===== src/rtl/mux_arbiter.sv =====
// Two-requester round-robin arbiter with a burst limit, feeding one registered output stage.
// The owner keeps priority for up to MAX_BURST consecutive words while the other side waits.
//
// state | meaning
// IDLE  | no owner; a tie goes to the requester not served last
// OWN0  | requester 0 holds priority, cnt counts its consecutive accepts
// OWN1  | requester 1 holds priority, cnt counts its consecutive accepts
module mux_arbiter #(
  parameter int WIDTH     = 5,
  parameter int MAX_BURST = 4
) (
  input  logic             clk_i,
  input  logic             rst_i,
  input  logic             in0_valid_i,
  input  logic [WIDTH-1:0] in0_data_i,
  output logic             in0_ready_o,
  input  logic             in1_valid_i,
  input  logic [WIDTH-1:0] in1_data_i,
  output logic             in1_ready_o,
  output logic             out_valid_o,
  output logic [WIDTH-1:0] out_data_o,
  input  logic             out_ready_i,
  output logic             sel_o,
  output logic             busy_o
);

  localparam int CW = $clog2(MAX_BURST + 1);

  typedef enum logic [1:0] {IDLE, OWN0, OWN1} state_t;

  state_t           state_q;
  logic [CW-1:0]    cnt_q;
  logic             last_q;
  logic             out_valid_q;
  logic [WIDTH-1:0] out_data_q;
  logic             sel_q;

  logic             burst_open;
  logic             gnt_vld;
  logic             gnt;
  logic             space;
  logic             accept;
  logic             owner_match;
  logic [WIDTH-1:0] mux_data;

  assign burst_open = (cnt_q < CW'(MAX_BURST));

  always_comb begin
    gnt_vld = 1'b0;
    gnt     = 1'b0;
    case (state_q)
      OWN0: begin
        if (in0_valid_i && (burst_open || !in1_valid_i)) begin
          gnt_vld = 1'b1;
          gnt     = 1'b0;
        end else if (in1_valid_i) begin
          gnt_vld = 1'b1;
          gnt     = 1'b1;
        end
      end
      OWN1: begin
        if (in1_valid_i && (burst_open || !in0_valid_i)) begin
          gnt_vld = 1'b1;
          gnt     = 1'b1;
        end else if (in0_valid_i) begin
          gnt_vld = 1'b1;
          gnt     = 1'b0;
        end
      end
      default: begin
        if (in0_valid_i && in1_valid_i) begin
          gnt_vld = 1'b1;
          gnt     = ~last_q;
        end else if (in0_valid_i) begin
          gnt_vld = 1'b1;
          gnt     = 1'b0;
        end else if (in1_valid_i) begin
          gnt_vld = 1'b1;
          gnt     = 1'b1;
        end
      end
    endcase
  end

  // Readies are suppressed during reset so nothing is consumed that the reset would discard.
  assign space       = ~out_valid_q | out_ready_i;
  assign sel_o       = (gnt_vld && !rst_i) ? gnt : sel_q;
  assign in0_ready_o = ~rst_i & gnt_vld & ~gnt & space & in0_valid_i;
  assign in1_ready_o = ~rst_i & gnt_vld &  gnt & space & in1_valid_i;
  assign accept      = in0_ready_o | in1_ready_o;
  assign mux_data    = sel_o ? in1_data_i : in0_data_i;
  assign owner_match = ((state_q == OWN0) && !gnt) || ((state_q == OWN1) && gnt);

  always_ff @(posedge clk_i) begin
    if (rst_i) begin
      state_q     <= IDLE;
      cnt_q       <= '0;
      last_q      <= 1'b1;
      out_valid_q <= 1'b0;
      out_data_q  <= '0;
      sel_q       <= 1'b0;
    end else begin
      sel_q <= sel_o;
      if (accept) begin
        out_data_q  <= mux_data;
        out_valid_q <= 1'b1;
        last_q      <= gnt;
        if (owner_match) begin
          cnt_q <= burst_open ? cnt_q + CW'(1) : cnt_q;
        end else begin
          state_q <= gnt ? OWN1 : OWN0;
          cnt_q   <= CW'(1);
        end
      end else begin
        out_valid_q <= out_valid_q & ~out_ready_i;
        if (!in0_valid_i && !in1_valid_i) begin
          state_q <= IDLE;
          cnt_q   <= '0;
        end
      end
    end
  end

  assign out_valid_o = out_valid_q;
  assign out_data_o  = out_data_q;
  assign busy_o      = (state_q != IDLE);

endmodule


===== config.mk =====
export PLATFORM = sky130hd
export DESIGN_NAME = mux_arbiter
export DESIGN_NICKNAME = d
export VERILOG_FILES = /design/src/rtl/mux_arbiter.sv
export SDC_FILE = /design/constraint.sdc
export NUM_CORES = 1
export LEC_CHECK = 0
export ABC_AREA = 1
export CAP_MARGIN = 25
export CORE_MARGIN = 2
export CORE_UTILIZATION = 41
export CTS_CLUSTER_SIZE = 20
export DETAILED_ROUTE_END_ITERATION = 8
export GPL_ROUTABILITY_DRIVEN = 1
export PLACE_DENSITY = 0.74
export SLEW_MARGIN = 20
export SYNTH_ARGS = -nofsm -noshare
export SYNTH_HDL_FRONTEND = slang
export SYNTH_SLANG_ARGS = --single-unit

===== constraint.sdc =====
create_clock -name clk_i -period 1.5 [get_ports clk_i]
set_input_delay 0.375 -clock clk_i [delete_from_list [all_inputs] [get_ports clk_i]]
set_output_delay 0.375 -clock clk_i [all_outputs]
set_load 0.01 [all_outputs]

==> run metrics, run 1 <==
Fillers=147; P_leak=0.745 nW; count of pins on the block boundary=25; max-capacitance violation count=0; setup-violating endpoint count in the final report=13; count of port buffers added during placement=24; antenna-violating nets left=0; cell-by-cell listing of the critical path=inv_4 > ha_4 > nand3_4 > buf_6 > nand3_4 > inv_4 > nand2_2 > inv_2 > buf_6; Max transition margin=81.8%; clock root buffer=sky130_fd_sc_hd__clkbuf_4; Max Clk Rate=around 500 MHz; number of warnings issued by yosys=0; setup TNS=-3.36 ns; critical path type=flop to output pin; number of instances in the placed design=a little under 200; CP arrival=about 1.6 ns; nets in the synthesized netlist=roughly 140; clock sink total=13; post-layout instance count excluding filler cells=around 210; DRC viols=0; Max Clock Skew=around 0.008 ns; height of the die=slightly below 50 um; commonest cells after routing, fill and taps aside=sky130_fd_sc_hd__nand2_1 (30), sky130_fd_sc_hd__buf_4 (24), sky130_fd_sc_hd__inv_1 (16); total global-route track usage=between 15 and 20%; effective utilization at floorplan=between 40% and 50%; depth of the CTS H-tree=1; global-route wire length before repair=about 3.7 mm; final instance area=1520 um^2; clock tree from TritonCTS=done; number of instances in the synthesized netlist=around 130; mean number of vias per cell=around 4.8; number of global-route vias before repair=888; antenna diode instance count=0; maximum vdd ir drop=0.693 mV; most common cell after layout, fill and taps aside=sky130_fd_sc_hd__nand2_1; met3 track utilization from global routing=under 10%; average cell area after synthesis=6.68 um^2; share of post-route cells with drive strength above 1=between 40% and 50%; placement-stage worst setup slack=-0.848 ns; global route overflow=0; final worst-path cycle share=131%; transition at the pin with the smallest max-transition slack=0.271 ns; setup repair after global routing missed its margin=yes; worst min path class=flop to flop; routed wirelength normalized by instance count=12.7 um; post-route total power=~1.5 mW; register area=265 um^2; Multi-input gate area=roughly 620 um^2; number of antenna violations at the first check in global routing=0; Die ar.=~2400 um^2; Slowest-stage cell, CP=sky130_fd_sc_hd__dfxtp_4; total via count in the routed design=just under 1000; pin count of the biggest net entering global routing=14; sequential area share after synthesis=between 30 and 40%; failing checks=negative setup slack; Std-Cell Core Area=around 2000 um^2; Placed Area=1250 um^2; CTS Hold Bufs=0; Largest stage delay, worst path=0.39 ns; Final Hold Viols=0; Most Crowded Layer GR=met2; clock latency reported for the late side of the worst-skew pair=about 0.29 ns; largest driver fanout on the critical path=3; setup ws final=-0.465 ns; Setup crit start kind=flop; min-delay src=last_q$_SDFFE_PP1P_; met2 Resource Use GR=between 30% and 40%; global routing met1 resource utilization=approximately 22%; origin of the critical flop-to-flop path=state_q[1]$_SDFFE_PP0P_; DP Wirelength=1.65 mm; number of unique standard cell types used by synthesis=19; final slew viol count=0; Layout Nets=200; DR iter-0 viols=14; deepest clock path buffer count=2; die span in x=49.1 um; Layout Area Growth over Synthesis=82.3%; total clock buffers created by CTS=3; Power per Cell Area=approximately 1000 nW/um^2; critical path capture point type=output pin; Pre-antenna DRT Iters=4; number of register bits inferred by synthesis=13; run status=finished with violations; post-synthesis cell area=roughly 830 um^2; Crit. Startpoint=state_q[1]$_SDFFE_PP0P_; routability congestion estimate from global placement=just under 0.9; number of core rows=16; clock slew at the register clock pins of the worst setup and hold paths=roughly 0.090 ns; WL final=2.62 mm; post-layout minimum cycle time=a little under 2 ns; required time at the endpoint of the critical path=1.12 ns
cell usage after synthesis:
| master | number | share of area (%) |
|---|---|---|
| sky130_fd_sc_hd__nand3_4 | 1 | 2.1 |
| sky130_fd_sc_hd__nand4_1 | 1 | 0.75 |
| sky130_fd_sc_hd__a21oi_1 | 3 | 1.8 |
| sky130_fd_sc_hd__nand2_4 | 1 | 1.3 |
| sky130_fd_sc_hd__nand2_1 | 34 | 15 |
| sky130_fd_sc_hd__buf_8 | 1 | 1.8 |
| sky130_fd_sc_hd__inv_1 | 21 | 9.4 |
| sky130_fd_sc_hd__dfxtp_1 | 13 | 31 |
| sky130_fd_sc_hd__nand2_2 | 4 | 3.0 |
| sky130_fd_sc_hd__clkinv_1 | 1 | 0.45 |
| sky130_fd_sc_hd__o21a_1 | 5 | 4.5 |
| sky130_fd_sc_hd__xor2_1 | 1 | 1.0 |
| sky130_fd_sc_hd__nand3_2 | 2 | 2.4 |
| sky130_fd_sc_hd__inv_2 | 1 | 0.45 |
| sky130_fd_sc_hd__nor2_1 | 11 | 4.9 |
| sky130_fd_sc_hd__inv_4 | 2 | 1.5 |
| sky130_fd_sc_hd__nand3_1 | 15 | 9.0 |
| sky130_fd_sc_hd__nor2_2 | 4 | 3.0 |
| sky130_fd_sc_hd__ha_1 | 4 | 6.0 |
cell type report:
cell class                 instances  area share (%)
sequential                        13            17.4
tap                               27            2.22
multi-input combinational         86            41.0
clock buffer                       4            1.73
inverter                          25            6.66
timing repair buffer              52            30.9
through the flow:
stage / util, % / hold slack, ns
2_1_floorplan: - / 0.437
3_3_place_gp: 64.6 / 0.476
3_5_place_dp: 64.6 / 0.485
4_1_cts: 68.3 / 0.508
5_1_grt: 78.4 / 0.535
6_report: 78.4 / 0.518
critical path, delay by kind of cell (launching register included):
family	cells	cell delay [ns]
and+or+nand+nor	3	0.23
adders and majority gates	1	0.30
buffers and inverters	5	0.38
DFF	1	0.39
registers in the layout, summed over array words and instances, names as in the netlist:
signal,flops
out_data_o,5
cnt_q,3
state_q,2
last_q,1
out_valid_o,1
sel_q,1
power breakdown:
group          internal (mW)  switching (mW)
combinational          0.431           0.432
sequential             0.395          0.0326
clock                  0.104           0.127
total                  0.930           0.591
layer usage:
metal	routed length, um	part of all wire [%]
met1	993	38
met2	1460	56
met3	96	3.7
met4	71	2.7
met5	0	0
cells by family (layout without fill, tap and decap cells):
family                   count (synthesis)  count (layout)  share of synthesized area [%]
AO/OA/AOI/OAI                            8               8                           6.30
XOR/XNOR                                 1               1                           1.05
adder cells (fa/ha/maj)                  4               4                           6.00
flip-flops                              13              13                           31.2
AND/OR/NAND/NOR                         73              73                           41.8
buffers and inverters                   26              81                           13.6
what timing repair did:
item | 4_1_cts | 5_1_grt
gates resized for setup | 34 | 29
pin swaps | 7 | 12
endpoints found under the hold margin | 0 | 0
gates cloned | 0 | 1
endpoints found under the setup margin | 20 | 15
buffers inserted | 4 | 6
worst paths after layout:
check                       endpoint  slack [ns]  cells past startpoint
max reg2reg  state_q[1]$_SDFFE_PP0P_       -0.27                     13
max                      in1_ready_o       -0.46                      9
min              last_q$_SDFFE_PP1P_        0.52                      2
min reg2reg      last_q$_SDFFE_PP1P_        0.52                      2
No activity file was read; power rests on OpenSTA's default activity.
==> run 2, diff against run 1 <==
--- a/config.mk
+++ b/config.mk
@@ -7,12 +7,14 @@
 export LEC_CHECK = 0
 export ABC_AREA = 1
 export CAP_MARGIN = 25
+export CELL_PAD_IN_SITES_DETAIL_PLACEMENT = 1
+export CELL_PAD_IN_SITES_GLOBAL_PLACEMENT = 1
 export CORE_MARGIN = 2
-export CORE_UTILIZATION = 41
+export CORE_UTILIZATION = 28
 export CTS_CLUSTER_SIZE = 20
 export DETAILED_ROUTE_END_ITERATION = 8
 export GPL_ROUTABILITY_DRIVEN = 1
-export PLACE_DENSITY = 0.74
+export PLACE_DENSITY_LB_ADDON = 0.1
 export SLEW_MARGIN = 20
 export SYNTH_ARGS = -nofsm -noshare
 export SYNTH_HDL_FRONTEND = slang
==> run 2 against run 1 <==
Effect of this change: the flow finishes with violations (design-rule violations, negative setup slack); clock power is 2% lower; worst setup slack gained 0.023 ns; non-clock buffer count is 2 higher; first-iteration DRC count grew 86%; total power increased by 3.2%; sequential share of layout area decreased by 0.56 points; critical endpoint is now sel_o; largest cell class unchanged; highest routed layer unchanged.
==> run metrics, run 2 (same netlist as run 1, synthesis figures left out) <==
Die ar.=3430 um^2 (+42%); proportion of power drawn by the clock network=14.4% (-0.7 points); Switching Power=0.624 mW (+5.4%); max-capacitance violation count=0 (unchanged); most common cell after layout, fill and taps aside=sky130_fd_sc_hd__buf_4; P_leak=0.789 nW (+5.8%); Std-Cell Core Area=2810 um^2 (+44%); required time at the endpoint of the critical path=1.12 ns (about the same); mean number of vias per cell=4.58 (-4.0%); total clock buffers created by CTS=3 (unchanged); Final Hold Viols=0 (unchanged); critical path capture point type=output pin; post-layout instance count excluding filler cells=213 (+2.9%); global-route wire length before repair=4.39 mm (+19%); DRC viols=1 (+1); worst min path class=flop to flop; final slew viol count=0 (unchanged); DP Wirelength=1.96 mm (+19%); Layout Nets=202 (+1.0%); Pre-antenna DRT Iters=6 (+2); height of the die=58.6 um (+19%); deepest clock path buffer count=2 (unchanged); Hold Slack=0.513 ns (-0.00547 ns); clock tree from TritonCTS=done; DR iter-0 viols=26 (+12); setup TNS=-3.63 ns (-0.268 ns); depth of the CTS H-tree=1 (unchanged); final worst-path cycle share=129% (-1.5 points); global route overflow=0 (unchanged); Setup crit start kind=flop; antenna-violating nets left=0 (unchanged); share of post-route cells with drive strength above 1=48.4% (+6.7 points); antenna diode instance count=0 (unchanged); number of instances in the placed design=198 (+2.6%); maximum vdd ir drop=0.465 mV (-33%); number of global-route vias before repair=1028 (+16%); clock slew at the register clock pins of the worst setup and hold paths=0.08 ns (about the same); die span in x=58.6 um (+19%); count of port buffers added during placement=24 (unchanged); Power per Cell Area=990 nW/um^2 (-1.0%); P_int=0.947 mW (+1.8%); largest driver fanout on the critical path=3 (unchanged); clock sink total=13 (unchanged); Switching Share=39.7% (+0.83 points); commonest cells after routing, fill and taps aside=sky130_fd_sc_hd__buf_4 (26), sky130_fd_sc_hd__nand2_1 (21), sky130_fd_sc_hd__inv_1 (15); Max Clock Skew=0.00270 ns (-0.00548 ns); transition at the pin with the smallest max-transition slack=0.225 ns (-0.0465 ns); Seq pwr share=27.2% (-0.9 points); routability congestion estimate from global placement=0.754 (-13%); post-layout minimum cycle time=1.94 ns (-0.0226 ns); Layout Area Growth over Synthesis=90.1%; Multi-input gate area=678 um^2 (+8.6%); clock root buffer=sky130_fd_sc_hd__clkbuf_4; setup-violating endpoint count in the final report=14 (+1); setup repair after global routing missed its margin=yes; critical path type=flop to output pin; count of pins on the block boundary=25 (unchanged); Fillers=351 (+140%); WL final=2.79 mm (+6.6%); Max transition margin=85.0% (+3.2 points); CTS Hold Bufs=0 (unchanged); post-route total power=1.57 mW (+3.2%); effective utilization at floorplan=29.8% (-13 points); total global-route track usage=16.6% (-3.3 points); total via count in the routed design=976 (-1.2%); register area=268 um^2 (+0.94%); clock latency reported for the late side of the worst-skew pair=0.28 ns (about the same); Max Clk Rate=515 MHz (+1.2%); CP arrival=1.57 ns (-0.02 ns); number of core rows=19 (+3); logic gate share of total power=58.4% (+1.7 points); setup ws final=-0.442 ns (+0.0226 ns); number of antenna violations at the first check in global routing=0 (unchanged); failing checks=design-rule violations, negative setup slack; routed wirelength normalized by instance count=13.1 um (+3.6%); run status=finished with violations; flip-flop count of the largest register after layout=5 (unchanged); pin count of the biggest net entering global routing=14 (unchanged)
run 2: worst paths after layout:
check | from | end | slack [ns] | cells after the start
setup / recovery | state_q[1]$_SDFFE_PP0P_ | sel_o | -0.44 | 9
hold / removal | last_q$_SDFFE_PP1P_ | last_q$_SDFFE_PP1P_ | 0.51 | 2
setup reg to reg | state_q[1]$_SDFFE_PP0P_ | cnt_q[1]$_SDFFE_PP0P_ | -0.30 | 13
hold reg to reg | last_q$_SDFFE_PP1P_ | last_q$_SDFFE_PP1P_ | 0.51 | 2
run 2: routing by layer:
layer | wire, um | vias to the layer above | GRT usage, %
met3 | 131 | 7 | 4.84
met2 | 1480 | 22 | 29.9
met1 | 1120 | 451 | 18.3
met4 | 60 | 0 | 6.49
met5 | 0 | - | 0
li1 | - | 496 | -
run 2: repair_timing:
| item | CTS | global route |
|---|---|---|
| gates resized for setup | 40 | 43 |
| gates cloned | 0 | 0 |
| hold endpoints to repair | 0 | 0 |
| endpoints found under the setup margin | 20 | 14 |
| pin swaps | 9 | 24 |
| setup buffers | 6 | 6 |
run 2: final cells by class:
cell class,instances,share of cell area [%]
clock buffer,4,1.66
sequential,13,16.9
timing repair buffer,54,29.4
inverter,25,6.86
multi-input combinational,86,42.7
tap,31,2.44
run 2: stage by stage:
step	instance area, um^2	setup slack [ns]	utilization, %
2_1_floorplan	860	-0.0221	-
3_3_place_gp	1270	-0.839	45.1
3_5_place_dp	1270	-0.886	45.1
4_1_cts	1380	-0.402	49.1
5_1_grt	1590	-0.506	56.6
6_report	1590	-0.442	56.6
run 2: critical path, stage by stage (launching register included):
cell	delay [ns]
sky130_fd_sc_hd__dfxtp_4	0.38
sky130_fd_sc_hd__inv_4	0.05
sky130_fd_sc_hd__ha_4	0.31
sky130_fd_sc_hd__nor2_4	0.05
sky130_fd_sc_hd__nor2_4	0.13
sky130_fd_sc_hd__nand2_4	0.09
sky130_fd_sc_hd__nand2_4	0.07
sky130_fd_sc_hd__nand2_4	0.05
sky130_fd_sc_hd__inv_4	0.05
sky130_fd_sc_hd__buf_6	0.09
run 2: power groups by stage:
stage / sequential, mW / combinational (mW) / clock (mW)
floorplan: 0.438 / 0.354 / 0
global placement: 0.430 / 0.639 / 0
detailed placement: 0.433 / 0.659 / 0
CTS: 0.423 / 0.734 / 0.235
global route: 0.435 / 1.01 / 0.251
finish: 0.427 / 0.918 / 0.226
==> run 3, diff against run 2 <==
--- a/config.mk
+++ b/config.mk
@@ -11,7 +11,6 @@
 export CELL_PAD_IN_SITES_GLOBAL_PLACEMENT = 1
 export CORE_MARGIN = 2
 export CORE_UTILIZATION = 28
-export CTS_CLUSTER_SIZE = 20
 export DETAILED_ROUTE_END_ITERATION = 8
 export GPL_ROUTABILITY_DRIVEN = 1
 export PLACE_DENSITY_LB_ADDON = 0.1
==> results of run 3 <==
No change in the layout: final DEF, timing and power equal those of run 2.
